## config.mk

```make
export PLATFORM = sky130hd
export DESIGN_NAME = program_loader
export DESIGN_NICKNAME = d
export VERILOG_FILES = /design/src/rtl/program_loader_pkg.sv /design/src/rtl/program_loader_timeout.sv /design/src/rtl/program_loader.sv
export SDC_FILE = /design/constraint.sdc
export NUM_CORES = 1
export LEC_CHECK = 0
export BUFFER_PORTS_ARGS = -buffer_cell sky130_fd_sc_hd__buf_2
export CAP_MARGIN = 20
export CORE_UTILIZATION = 40
export CTS_CLUSTER_DIAMETER = 50
export DETAILED_ROUTE_END_ITERATION = 10
export PLACE_DENSITY = 0.64
export SYNTH_ARGS = -nofsm -noshare
export SYNTH_HDL_FRONTEND = slang
export SYNTH_SLANG_ARGS = --single-unit
```

## constraint.sdc

```tcl
create_clock -name clk -period 2.56 [get_ports clk]
set_input_delay 0.384 -clock clk [delete_from_list [all_inputs] [get_ports clk]]
set_output_delay 0.384 -clock clk [all_outputs]
set_load 0.005 [all_outputs]
```

## src/rtl/program_loader_pkg.sv

```systemverilog
// Shared types and frame-field constants for the byte-stream program loader.
package program_loader_pkg;
  typedef enum logic [2:0] {
    ST_IDLE  = 3'd0,
    ST_COUNT = 3'd1,
    ST_HI    = 3'd2,
    ST_LO    = 3'd3,
    ST_CSUM  = 3'd4,
    ST_ERR   = 3'd5
  } state_t;

  localparam logic [7:0] START_BYTE_DEF = 8'hA5;
  localparam int BYTE_W = 8;
  localparam int NIB_W  = 4;
endpackage

```

## src/rtl/program_loader_timeout.sv

```systemverilog
// Inter-byte watchdog: reloads on every strobe, expires after TIMEOUT_CYCLES idle clocks.
module loader_timeout #(
  parameter int TIMEOUT_CYCLES = 1_000_000
) (
  input  logic clk,
  input  logic rst_n,
  input  logic arm,
  input  logic strobe,
  output logic expire
);
  localparam int CW = $clog2(TIMEOUT_CYCLES + 1);
  localparam logic [CW-1:0] RELOAD = CW'(TIMEOUT_CYCLES - 1);

  logic [CW-1:0] cnt;

  always_ff @(posedge clk or negedge rst_n) begin
    if (!rst_n)                cnt <= '0;
    else if (strobe || !arm)   cnt <= RELOAD;
    else if (cnt != '0)        cnt <= cnt - 1'b1;
  end

  // Reaching zero means TIMEOUT_CYCLES-1 idle edges have passed; the next idle edge is the last.
  assign expire = arm && !strobe && (cnt == '0);
endmodule

```

## src/rtl/program_loader.sv

```systemverilog
// Framed byte-stream loader writing 12-bit words into program RAM while holding the CPU.
module program_loader
  import program_loader_pkg::*;
#(
  parameter int         ADDR_WIDTH     = 8,
  parameter int         DATA_WIDTH     = 12,
  parameter int         TIMEOUT_CYCLES = 1_000_000,
  parameter logic [7:0] START_BYTE     = START_BYTE_DEF
) (
  input  logic                  clk,
  input  logic                  rst_n,
  input  logic [7:0]            rx_data,
  input  logic                  rx_valid,
  output logic [ADDR_WIDTH-1:0] ram_addr,
  output logic [DATA_WIDTH-1:0] ram_din,
  output logic                  ram_we,
  output logic                  cpu_hold,
  output logic                  load_done,
  output logic                  load_err
);
  localparam int REM_W = ADDR_WIDTH + 1;

  state_t             state, state_nxt;
  logic [REM_W-1:0]   rem;
  logic [NIB_W-1:0]   nibble;
  logic [BYTE_W-1:0]  sum;
  logic               start, take_count, take_hi, take_lo, done_nxt;
  logic               in_frame, expire;

  assign in_frame = (state == ST_COUNT) || (state == ST_HI) ||
                    (state == ST_LO)    || (state == ST_CSUM);

  loader_timeout #(.TIMEOUT_CYCLES(TIMEOUT_CYCLES)) u_timeout (
    .clk    (clk),
    .rst_n  (rst_n),
    .arm    (in_frame),
    .strobe (rx_valid),
    .expire (expire)
  );

  always_ff @(posedge clk or negedge rst_n) begin
    if (!rst_n) state <= ST_IDLE;
    else        state <= state_nxt;
  end

  always_comb begin
    state_nxt  = state;
    start      = 1'b0;
    take_count = 1'b0;
    take_hi    = 1'b0;
    take_lo    = 1'b0;
    done_nxt   = 1'b0;
    case (state)
      ST_IDLE, ST_ERR:
        if (rx_valid && rx_data == START_BYTE) begin
          state_nxt = ST_COUNT;
          start     = 1'b1;
        end
      ST_COUNT:
        if (rx_valid) begin
          state_nxt  = ST_HI;
          take_count = 1'b1;
        end
      ST_HI:
        if (rx_valid) begin
          if (rx_data[7:4] != 4'h0) state_nxt = ST_ERR;
          else begin
            state_nxt = ST_LO;
            take_hi   = 1'b1;
          end
        end
      ST_LO:
        if (rx_valid) begin
          take_lo   = 1'b1;
          state_nxt = (rem == REM_W'(1)) ? ST_CSUM : ST_HI;
        end
      ST_CSUM:
        if (rx_valid) begin
          if (rx_data == sum) begin
            state_nxt = ST_IDLE;
            done_nxt  = 1'b1;
          end else state_nxt = ST_ERR;
        end
      default: state_nxt = ST_IDLE;
    endcase
    if (expire) state_nxt = ST_ERR;
  end

  always_ff @(posedge clk or negedge rst_n) begin
    if (!rst_n) begin
      ram_addr  <= '0;
      ram_din   <= '0;
      ram_we    <= 1'b0;
      load_done <= 1'b0;
      rem       <= '0;
      nibble    <= '0;
      sum       <= '0;
    end else begin
      ram_we    <= take_lo;
      load_done <= done_nxt;
      // Address advances the cycle after each write pulse and wraps after the last word.
      if (start)       ram_addr <= '0;
      else if (ram_we) ram_addr <= ram_addr + 1'b1;
      if (start)                              sum <= '0;
      else if (take_count || take_hi || take_lo) sum <= sum + rx_data;
      if (take_count)
        rem <= (rx_data == 8'h00) ? REM_W'(1 << ADDR_WIDTH) : REM_W'(rx_data);
      else if (take_lo)
        rem <= rem - 1'b1;
      if (take_hi) nibble <= rx_data[NIB_W-1:0];
      if (take_lo) ram_din <= DATA_WIDTH'({nibble, rx_data});
    end
  end

  assign cpu_hold = (state != ST_IDLE);
  assign load_err = (state == ST_ERR);
endmodule

```

* Yosys cells after proc, flatten, opt, wreduce, memory -nomap -nowiden
Cells that the tools add are included.
** Storage, ports and cells
- Output and inout bits :: 24
- Bits in registers :: 66
** Operators by class
- Eq/ne operators :: 13
- Reductions and logical operators :: 23
- Mux-type cells :: 30
- Add/subtract/negate cells :: 4
** Operator list (count)
- $mux W20 :: 2
- $mux W8 :: 4
- $mux W3 :: 9
- $mux W9 :: 3
- $logic_not A20 Y1 :: 1
- $reduce_bool A20 Y1 :: 1
- $sub A20 B1 Y20 const B :: 1
- $ne A3 B3 Y1 const B :: 5
- $pmux W3 S5 :: 1
- $mux W1 :: 11
- $eq A9 B1 Y1 const B :: 1
- $sub A9 B1 Y9 const B :: 1
- $add A8 B1 Y8 const B :: 1
- $add A8 B8 Y8 :: 1
- $eq A8 B8 Y1 :: 1
- $eq A8 B8 Y1 const B :: 1
- $logic_not A8 Y1 :: 1
- $reduce_bool A2 Y1 :: 4
- $eq A3 B2 Y1 const B :: 2
- $eq A3 B3 Y1 const B :: 2
- $logic_or A1 B1 Y1 :: 6
- $reduce_and A5 Y1 :: 1
- $reduce_bool A4 Y1 :: 1
- $eq A3 B1 Y1 const B :: 1
- 5 further kinds :: 8

* Longest topological paths before layout
Gate-level depths: netlist of run 1.
- Depth after elaboration :: 8
- Gate-level depth with buffers :: 8
- Depth with buffers taken out :: 7

* Cells and area by module
A second synthesis of run 1 with hierarchy kept.
** Unflattened totals
- Cell total of the unflattened synthesis :: 367
- Area, all modules :: 3666.0 µm²
** By module, submodules not included
- program_loader :: instances 1, area an instance 2481.1 µm², cells an instance 239
- loader_timeout :: instances 1, area an instance 1184.9 µm², cells an instance 128

* Least setup slack after synthesis of run 1
No wires, ideal clock.
- Kind :: flip-flop to flip-flop
- Start point :: register u_timeout.cnt[14]
- End point :: register u_timeout.cnt[17]
- Slack :: 0.708 ns
- Data required time :: 2.429 ns
- Data arrival time :: 1.720 ns
- Period minus slack after synthesis :: 1.852 ns
- Cell stages (with the launch flop) :: 6
- Cell sequence :: dfrtp_1 -> or4_4 -> a211oi_4 -> nand3_2 -> o21a_1 -> or3_1
** Between the ends
- Word-level cells in the longest chain between the ends :: 3
- Elaborated cells on any way between the ends :: 5
** Ends and longest elaborated chain
- from (decl) :: line program_loader_timeout.sv:14 : logic [CW-1:0] cnt;
- from (signal assigned) :: line program_loader_timeout.sv:19 : else if (cnt != '0) cnt <= cnt - 1'b1;
- $sub A20 B1 Y20 :: line program_loader_timeout.sv:19
- $mux W20 :: line program_loader_timeout.sv:19
- $mux W20 :: line program_loader_timeout.sv:18 : else if (strobe || !arm) cnt <= RELOAD;
Parallel ways exist; a longest one is shown, timed or not. The select of a mux whose other input is x is not followed.
A chain may end at the register's enable or synchronous reset.

* Worst setup path in the final report of run 1
- Start point :: register u_timeout.cnt[0]
- End point :: register state[1]
** Between the ends
- Word-level cells in the longest chain between the ends :: 4
- Elaborated cells on any way between the ends :: 9
** Ends and longest elaborated chain
- $logic_not A20 Y1 * :: line program_loader_timeout.sv:23 : assign expire = arm && !strobe && (cnt == '0);
- $logic_and A1 B1 Y1 * :: line program_loader_timeout.sv:23
- $ne A3 B3 Y1 (no line)
- $reduce_and A5 Y1 (no line)
- to (signal assigned) :: line program_loader.sv:43 : else state <= state_nxt;
- to (decl) :: line program_loader.sv:23 : state_t state, state_nxt;
Every way passes the cells marked *; elsewhere a longest branch is shown, timed or not.

==> results of run 1 <==
[synth_stat cells, types with 3 or more instances]
| cell | n |
|---|---|
| or3_1 | 4 |
| clkbuf_1 | 10 |
| a22o_1 | 6 |
| xor2_1 | 12 |
| o211ai_1 | 3 |
| nor2_1 | 33 |
| nand2_1 | 26 |
| a21o_1 | 3 |
| ha_1 | 12 |
| dfrtp_1 | 66 |
| nand4_1 | 8 |
| nor2b_1 | 3 |
| mux2_2 | 16 |
| nand3_1 | 16 |
| nor4_1 | 4 |
| or2_2 | 3 |
| inv_1 | 10 |
| buf_2 | 5 |
| xnor2_1 | 14 |
| o21ai_0 | 12 |
| a211oi_1 | 6 |
| a21oi_1 | 21 |
| nor3_1 | 9 |
| mux2i_1 | 6 |
| o22ai_1 | 6 |
[path summary, 6_finish.rpt]
kind,end,slack (ps),depth (start not counted)
worst min-delay path,u_timeout.cnt[2]$_DFFE_PN0N_,80,1
min in group clk,ram_din[6]$_DFFE_PN0P_,370,2
worst max-delay path,state[1]$_DFFE_PN0P_,460,7
worst min register to register,sum[3]$_DFFE_PN0P_,500,1
max in group asynchronous,sum[4]$_DFFE_PN0P_,1840,2
worst max register to register,state[1]$_DFFE_PN0P_,460,7
[power groups by stage]
stage / Clock, mW / Sequential (mW) / Combinational (mW)
final: 0.773 / 1.67 / 1.59
after floorplan: 0 / 1.61 / 1.19
after global placement: 0 / 1.68 / 1.56
after global routing: 0.850 / 1.73 / 1.79
after CTS: 0.805 / 1.67 / 1.61
after detailed placement: 0 / 1.69 / 1.60
[cells by family after synthesis]
family / count (synthesis)
AO/OA/AOI/OAI: 79
XOR/XNOR: 26
flip-flops: 66
buffers and inverters: 27
AND/OR/NAND/NOR: 126
multiplexers: 22
adder cells (fa/ha/maj): 13
[layer usage]
metal	part of all wire	wire, um
met3	0.046	350
met5	0	0
met4	0.016	122
met2	0.47	3610
met1	0.47	3580
[per-stage QoR]
step	power [mW]	hold WS [ps]	cells	utilization
after detailed placement	3.29	475	489	0.447
final	4.04	83.8	504	0.466
after global placement	3.24	470	489	0.447
after floorplan	2.81	88.4	359	-
after global routing	4.38	136	504	0.466
after CTS	4.08	103	504	0.466
[cell type report]
| type | count | area, sq um |
|---|---|---|
| Clock buffer | 12 | 155 |
| Clock inverter | 3 | 15.0 |
| Timing Repair Buffer | 39 | 220 |
| Inverter | 10 | 37.5 |
| Fill cell | 827 | 4660 |
| Multi-Input combinational cell | 266 | 1850 |
| Tap cell | 108 | 135 |
| Sequential cell | 66 | 1650 |
[critical path: stages, from the launching register on]
cell and delay, ps:
dfrtp_1 390, inv_1 130, ha_1 180, nor2b_1 320, nand4_1 330, nor2_2 390
o32a_1 200, nor2_1 40
[sequential cells by signal, indices dropped and copies added, names as in the netlist]
signal and flops:
rem 9, load_done 1, state 3, sum 8, u_timeout.cnt 20, ram_addr 8, ram_we 1, ram_din 12
nibble 4
==> out/qor.csv, run 1 <==
metric;value;unit
status;completed;
nets;416;
drt drc;0;
met3 usage;0.0585;
nature of the critical path startpoint;flop;
Syn Nets;383;
most frequent cells in the layout;dfrtp_1, buf_2, nor2_1;
Final HPWL DP;5420;um
Synth Area in Adders;0.0471;
antenna violations before repair;0;
xor/xnor share of the synthesized area;0.0631;
# resized after CTS;0;
Final WS setup;462;ps
compound-gate portion of the synthesized area;0.153;
GR Util met1;0.221;
CTS Buf Count;9;
Post-Route WL;7670;um
share of cells above drive strength 1;0.217;
Die Area;0.00941;sq mm
Static Leakage;1.70;nW
# rows;34;
Peak supply drop;0.566;mV
#FFs+latches synth;66;
die height;97.0;um
hold-fix buffers at CTS;0;
P_sw;1.51;mW
Top Ports;35;
EDFF count, synth;0;
async set or reset register ratio after synthesis;1.00;
root buffer cell;clkbuf_8;
worst-path fanout max;8;
vias in the first global route;2843;
Max-cap violations;0;
simple-gate share of the synthesized area;0.183;
Power per Cell Area;994;mW/mm^2
Final setup viols;0;
global route hottest layer;met2;
Worst R2R Start;u_timeout.cnt[0]$_DFFE_PN0N_;
Max Clock Skew;8.03;ps
crit path launch;u_timeout.cnt[0]$_DFFE_PN0N_;
core footprint;0.00872;sq mm
Hold Path Class;input pin to asynchronous set/reset pin;
ranking of synthesized cells by area;dfrtp_1, mux2_2, ha_1;
Mapped Area;0.00361;sq mm
Clk pin slew, worst setup/hold paths;70;ps
1st-pass router iterations;4;
initial DRC count;93;
fraction of power consumed by combinational cells;0.394;
cells after synthesis;359;
worst rel slew slack;0.547;
setup TNS;0;ps
fin crit share;0.820;
f_max;477;MHz
post-synthesis mux area share;0.0666;
Worst Setup End Kind;flop;
Flop pwr share;0.414;
vias per std cell;5.56;
Initial Util;0.414;
largest family of logic cells by synthesized area;simple AND/OR/NAND/NOR gates;
max-slew violation count;0;
Data arrival, critical path;2310;ps
RSZ-0062 raised after global routing;no;
most common cell after layout, fill and taps aside;dfrtp_1;
top cell type's share of synthesized area;0.458;
Post-Syn Area per Cell;10.1;sq um
area grow syn2layout;12.6;%
register area share after synthesis;0.458;
GRT Overall Usage;0.176;
first-pass GRT wire length;13400;um
Yosys cell types;58;
Yosys warnings;0;
Clk pwr share;0.191;
crit path time final;2100;ps
biggest area consumer among synthesized cells;dfrtp_1;
Chip Width;97.0;um
Hold Vio Cnt, Final;0;
port bufs;34;
switch share;0.375;
Place WS;445;ps
Clk Latency, worst-skew pair;340;ps
largest net degree at the start of global routing;39;
Bufs on Longest Clock Path;2;
CP required;2780;ps
grt ovf;0;
CTS tree;yes;
CTS H-tree depth;3;
ys flop type;dfrtp_1;
placed inst area;0.00389;sq mm
design area;0.00407;sq mm
antenna diode count;0;
met2 Usage GRT;0.285;
Post-DRT Antenna Nets;0;
Slew @ Worst Pin;680;ps
Vias;2803;
CTS sink count;66;
Post-CTS Setup Bufs;0;
WL per Instance;15.2;um
routability cong.;0.907;
class of the most critical setup path;flop to flop;
internal power;2.53;mW
No activity file was read; power rests on OpenSTA's default activity.
==> inputs of run 2 (changes only) <==
- clock period: 2.56 -> 2.1 ns (I/O delays scaled with it)
==> run 2 against run 1 <==
First-iteration DRC count increased by 9.7%. Sequential power increased by 20%. Wire length grew 1.6%. Total power is 29% higher. Hold slack improved by 210 ps. Clock skew shrank 1.4 ps. Non-clock buffer count rose by 13. Setup slack lost 340 ps. Final cell count is 2.8% higher. Register-to-register slack worse by 340 ps. Global-route usage about the same. Largest cell class unchanged.
==> out/qor.csv, run 2 (same netlist as run 1, synthesis figures left out) <==
metric;value;unit;change
status;completed;;
Static Leakage;1.79;nW;+5.1%
RSZ-0062 raised after global routing;no;;
grt ovf;0;;unchanged
Max Clock Skew;6.62;ps;-1.42 ps
1st-pass router iterations;5;;+1
Power per Cell Area;1230;mW/mm^2;+24%
Initial Util;0.414;;unchanged
fin crit share;0.944;;+0.125
max FFs per register;20;;unchanged
Hold EP;ram_din[6]$_DFFE_PN0P_;;
setup TNS;0;ps;unchanged
WL met3;314;um;-10%
port bufs;34;;unchanged
vias in the first global route;2766;;-2.7%
antenna violations before repair;0;;unchanged
Peak supply drop;0.660;mV;+17%
initial DRC count;102;;+9.7%
max layer used;met4;;
Final setup viols;0;;unchanged
Die Area;0.00941;sq mm;unchanged
drt drc;0;;unchanged
GRT Overall Usage;0.176;;-0.000449
share of cells above drive strength 1;0.239;;+0.0219
Worst R2R Start;sum[0]$_DFFE_PN0P_;;
Clk Latency, worst-skew pair;340;ps;about the same
Routed met2 length;3780;um;+4.7%
class of the most critical setup path;flop to flop;;
Final WS setup;117;ps;-345 ps
Slew @ Worst Pin;598;ps;-81.7 ps
root buffer cell;clkbuf_8;;
nets;429;;+3.1%
Hold Path Depth;2;;
first-pass GRT wire length;13300;um;-1.2%
Vias;2841;;+1.4%
worst-path fanout max;3;;-5
CTS H-tree depth;3;;unchanged
Chip Width;97.0;um;unchanged
Top Ports;35;;unchanged
Place WS;92.2;ps;-353 ps
largest net degree at the start of global routing;32;;-18%
Worst Setup End Kind;flop;;
Crit-path slowest cell;fa_1;;
core footprint;0.00872;sq mm;unchanged
Largest Register;u_timeout.cnt;;
Top Registers;u_timeout.cnt (20), ram_din (12), rem (9);;
Final HPWL DP;5680;um;+4.8%
WL per Instance;15.0;um;-1.1%
most frequent cells in the layout;dfrtp_1, buf_2, nor2_1;;
Bufs on Longest Clock Path;2;;unchanged
# rows;34;;unchanged
antenna diode count;0;;unchanged
hold path startpoint;rx_data[6];;
Post-DRT Antenna Nets;0;;unchanged
FILL cells;833;;+0.73%
Reg2Reg Depth;7;;unchanged
Hold Path Class;input pin to flop;;
die height;97.0;um;unchanged
f_max;504;MHz;+5.8%
routability cong.;0.867;;-4.4%
Data arrival, critical path;2210;ps;-100 ps
max-slew violation count;0;;unchanged
vias per std cell;5.48;;-1.4%
Worst path max stage delay;430;ps;+40 ps
WL met1;3650;um;+1.7%
worst rel slew slack;0.601;;+0.0545
Max-cap violations;0;;unchanged
area grow syn2layout;17.2;%;
Post-Route WL;7790;um;+1.6%
CTS sink count;66;;unchanged
Clk pin slew, worst setup/hold paths;70;ps;about the same
CTS tree;yes;;
R2R setup slack;120;ps;-340 ps
CP cell instances;ha_1, fa_1, a211oi_1, o21bai_1, a21oi_1, xnor2_1, a22o_1;;
most common cell after layout, fill and taps aside;dfrtp_1;;
crit path time final;1980;ps;-115 ps
nature of the critical path startpoint;flop;;
CP required;2330;ps;-450 ps
Hold Vio Cnt, Final;0;;unchanged
CTS Buf Count;9;;unchanged
Reg-to-Reg End;sum[6]$_DFFE_PN0P_;;
[run 2: cell count changes in the layout (fill, tap and decap cells not counted)]
cell           previous run  this run
buf_12                    1         2
buf_4                     4        15
bufinv_16                 0         1
clkbuf_1                  1         2
clkbuf_8                 11        13
clkinv_2                  3         0
dlygate4sd3_1             0         1
nor2_2                    2         1
nor2_4                    0         1
[run 2: critical path, delay by kind of cell, from the launching register on]
kind                     cells  cell delay (ps)
AO/OA/AOI/OAI                4              730
adder cells (fa/ha/maj)      2              660
flip-flops                   1              390
XOR/XNOR                     1               80
[run 2: cell type report]
type | count | area (sq um) | area share
Clock buffer | 15 | 186 | 0.0441
Clock inverter | 1 | 30.0 | 0.00710
Inverter | 10 | 37.5 | 0.00888
Multi-Input combinational cell | 266 | 1860 | 0.439
Sequential cell | 66 | 1650 | 0.391
Tap cell | 108 | 135 | 0.0320
Timing Repair Buffer | 52 | 333 | 0.0787
[run 2: worst max path at each step]
| stage | from | end | slack (ps) | cells after the start |
|---|---|---|---|---|
| CTS | u_timeout.cnt[0]$_DFFE_PN0N_ | u_timeout.cnt[0]$_DFFE_PN0N_ | 110 | 7 |
| global route | sum[0]$_DFFE_PN0P_ | sum[6]$_DFFE_PN0P_ | 8 | 7 |
| global placement | rx_data[1] | ram_addr[3]$_DFFE_PN0P_ | 120 | 5 |
| floorplan | u_timeout.cnt[14]$_DFFE_PN0N_ | u_timeout.cnt[17]$_DFFE_PN0N_ | 250 | 5 |
| finish | sum[0]$_DFFE_PN0P_ | sum[6]$_DFFE_PN0P_ | 120 | 7 |
| detailed placement | rx_data[1] | ram_addr[0]$_DFFE_PN0P_ | 90 | 5 |
[run 2: routing by layer]
layer	GRT usage	vias to the layer above
met5	0	-
met4	0.0574	0
met2	0.285	53
met3	0.0491	7
met1	0.227	1386
li1	-	1395
[run 2: report_power, final]
group	switching (mW)	internal [mW]
Clock	0.464	0.680
Combinational	1.06	0.987
Sequential	0.335	1.67
[run 2: repair_timing]
| item | CTS | global route |
|---|---|---|
| hold endpoints to repair | 23 | 0 |
| hold buffers | 1 | 0 |
| setup endpoints to repair | 0 | 7 |
| buffers inserted | 0 | 1 |
| resized for setup | 0 | 1 |
[run 2: per-stage QoR]
step / utilization / power, mW / std cells / hold slack (ps) / cell area, sq um
6_report: 0.485 / 5.20 / 518 / 296 / 4230
5_1_grt: 0.485 / 5.61 / 518 / 302 / 4230
4_1_cts: 0.484 / 5.26 / 517 / 283 / 4220
3_5_place_dp: 0.458 / 4.08 / 500 / 360 / 3990
3_3_place_gp: 0.458 / 4.02 / 500 / 350 / 3990
2_1_floorplan: - / 3.42 / 359 / 19.4 / 3610
==> inputs of run 3 (changes only) <==
- CELL_PAD_IN_SITES_DETAIL_PLACEMENT: not set -> 0
- CELL_PAD_IN_SITES_GLOBAL_PLACEMENT: not set -> 1
- PLACE_DENSITY: 0.64 -> 0.79
- clock period: 2.1 -> 1.6 ns (I/O delays scaled with it)
==> run 3 against run 2 <==
The flow now finishes with violations (setup timing). Clock skew rose by 0.97 ps. Clock power rose by 9.6%. Final cell count rose by 12%. Wire length rose by 18%. Die area did not move. Via count rose by 9.1%. Count of clock-buffer cells in the layout fell by 3. Non-clock buffer count rose by 63. Critical endpoint is now u_timeout.cnt[17]$_DFFE_PN0N_. Highest routed layer unchanged.
==> out/qor.csv, run 3 (same netlist as run 1, synthesis figures left out) <==
metric;value;unit;change
status;finished with violations;;
failing checks;setup timing;;
first-pass GRT wire length;15100;um;+14%
Clk pwr share;0.167;;-0.053
crit path time final;1810;ps;-174 ps
Clk Latency, worst-skew pair;350;ps;about the same
die height;97.0;um;unchanged
Final WS setup;-209;ps;-326 ps
GRT Overall Usage;0.201;;+0.0255
Top Ports;35;;unchanged
# rows;34;;unchanged
internal power;4.72;mW;+41%
max-slew violation count;0;;unchanged
R2R setup slack;-210;ps;-330 ps
Final HPWL DP;6400;um;+13%
sequential cell area;0.00165;sq mm;+0.15%
RSZ-0062 raised after global routing;yes;;
Slew @ Worst Pin;357;ps;-241 ps
grt ovf;0;;unchanged
area of the multi-input gates;0.00221;sq mm;+19%
fraction of power consumed by combinational cells;0.476;;+0.082
Clk pin slew, worst setup/hold paths;70;ps;about the same
Static Leakage;2.11;nW;+18%
area grow syn2layout;39.8;%;
Hold Path Depth;2;;unchanged
most common cell after layout, fill and taps aside;buf_4;;
fin crit share;1.13;;+0.187
Final Total Pwr;7.48;mW;+44%
Largest Register;u_timeout.cnt;;
Post-Route WL;9210;um;+18%
largest net degree at the start of global routing;67;;+110%
nature of the critical path startpoint;flop;;
Flop pwr share;0.357;;-0.029
antenna diode count;0;;unchanged
Vias;3099;;+9.1%
Data arrival, critical path;2040;ps;-170 ps
Max Clock Skew;7.59;ps;+0.975 ps
Reg2Reg Depth;5;;-2
Chip Width;97.0;um;unchanged
WL per Instance;15.9;um;+5.6%
nets;492;;+15%
Max-cap violations;0;;unchanged
P_sw;2.76;mW;+49%
CTS tree;yes;;
worst-path fanout max;2;;-1
max FFs per register;20;;unchanged
routability cong.;0.859;;-0.88%
switch share;0.369;;+0.0120
Final Util;0.578;;+0.0935
CTS sink count;66;;unchanged
Top Registers;u_timeout.cnt (20), ram_din (12), rem (9);;
Final setup viols;25;;+25
Initial Util;0.414;;unchanged
Peak supply drop;0.776;mV;+18%
Hold Path Class;input pin to flop;;
setup TNS;-2310;ps;-2310 ps
share of cells above drive strength 1;0.439;;+0.200
Power per Cell Area;1480;mW/mm^2;+21%
core footprint;0.00872;sq mm;unchanged
worst rel slew slack;0.762;;+0.161
vias per std cell;5.34;;-2.6%
CP required;1830;ps;-500 ps
CTS Buf Count;9;;unchanged
f_max;553;MHz;+9.6%
Worst Setup End Kind;flop;;
vias in the first global route;3222;;+16%
port bufs;34;;unchanged
root buffer cell;clkbuf_8;;
Bufs on Longest Clock Path;2;;unchanged
class of the most critical setup path;flop to flop;;
CTS H-tree depth;3;;unchanged
Hold Vio Cnt, Final;0;;unchanged
1st-pass router iterations;4;;-1
drt drc;0;;unchanged
antenna violations before repair;0;;unchanged
Die Area;0.00941;sq mm;unchanged
FILL cells;749;;-10%
initial DRC count;180;;+76%
Post-DRT Antenna Nets;0;;unchanged
most frequent cells in the layout;buf_4, dfrtp_1, buf_2;;
[run 3: cell count changes in the layout (fill, tap and decap cells not counted), sizes merged]
cell / change
buf: +63
clkbuf: -3
clkinv: +3
bufinv: -1
[run 3: power groups by stage]
stage | sequential, mW | clock [mW] | combinational [mW]
after floorplan | 2.60 | 0 | 2.01
after global placement | 2.68 | 0 | 3.06
after detailed placement | 2.70 | 0 | 3.14
after CTS | 2.66 | 1.29 | 3.37
after global routing | 2.76 | 1.35 | 3.97
final | 2.67 | 1.25 | 3.56
[run 3: what timing repair did]
item,in CTS,in global routing
hold endpoints to repair,66,0
endpoints found under the setup margin,27,40
pin swaps,47,25
buffers inserted,11,4
hold buffers,1,0
resized for setup,31,27
[run 3: worst max-delay path, stage by stage, from the launching register on]
cell and delay (ps):
dfrtp_1 380, or4_4 550, a211oi_4 200, nand3_2 110
o21a_1 170, or3_1 290
[run 3: worst paths after layout]
check                                                      to                     startpoint
worst min-delay path                   ram_din[5]$_DFFE_PN0P_                     rx_data[5]
worst min register to register         ram_din[3]$_DFFE_PN0P_         ram_din[3]$_DFFE_PN0P_
min in group asynchronous        u_timeout.cnt[9]$_DFFE_PN0N_                          rst_n
worst max-delay path            u_timeout.cnt[17]$_DFFE_PN0N_  u_timeout.cnt[14]$_DFFE_PN0N_
worst max register to register  u_timeout.cnt[17]$_DFFE_PN0N_  u_timeout.cnt[14]$_DFFE_PN0N_
max in group asynchronous                  sum[1]$_DFFE_PN0P_                          rst_n
[run 3: final cells by class]
cell class | count | area share
Multi-Input combinational cell | 266 | 0.439
Sequential cell | 66 | 0.328
Timing Repair Buffer | 115 | 0.165
Clock buffer | 12 | 0.0308
Tap cell | 108 | 0.0268
Inverter | 10 | 0.00794
Clock inverter | 3 | 0.00298
[run 3: metal layers]
| metal | GRT usage | vias to the layer above | routed length, um |
|---|---|---|---|
| met2 | 0.345 | 51 | 4770 |
| li1 | - | 1512 | - |
| met5 | 0 | - | 0 |
| met1 | 0.249 | 1521 | 3990 |
| met3 | 0.0448 | 15 | 303 |
| met4 | 0.0700 | 0 | 148 |
[run 3: stage by stage]
step | hold slack [ps] | cells | cell area, sq um | worst slack, ps
floorplan | -55.6 | 359 | 3750 | -251
global placement | 290 | 553 | 4520 | -192
detailed placement | 290 | 553 | 4520 | -221
CTS | 197 | 577 | 4870 | -225
global route | 201 | 580 | 5040 | -293
finish | 207 | 580 | 5040 | -209
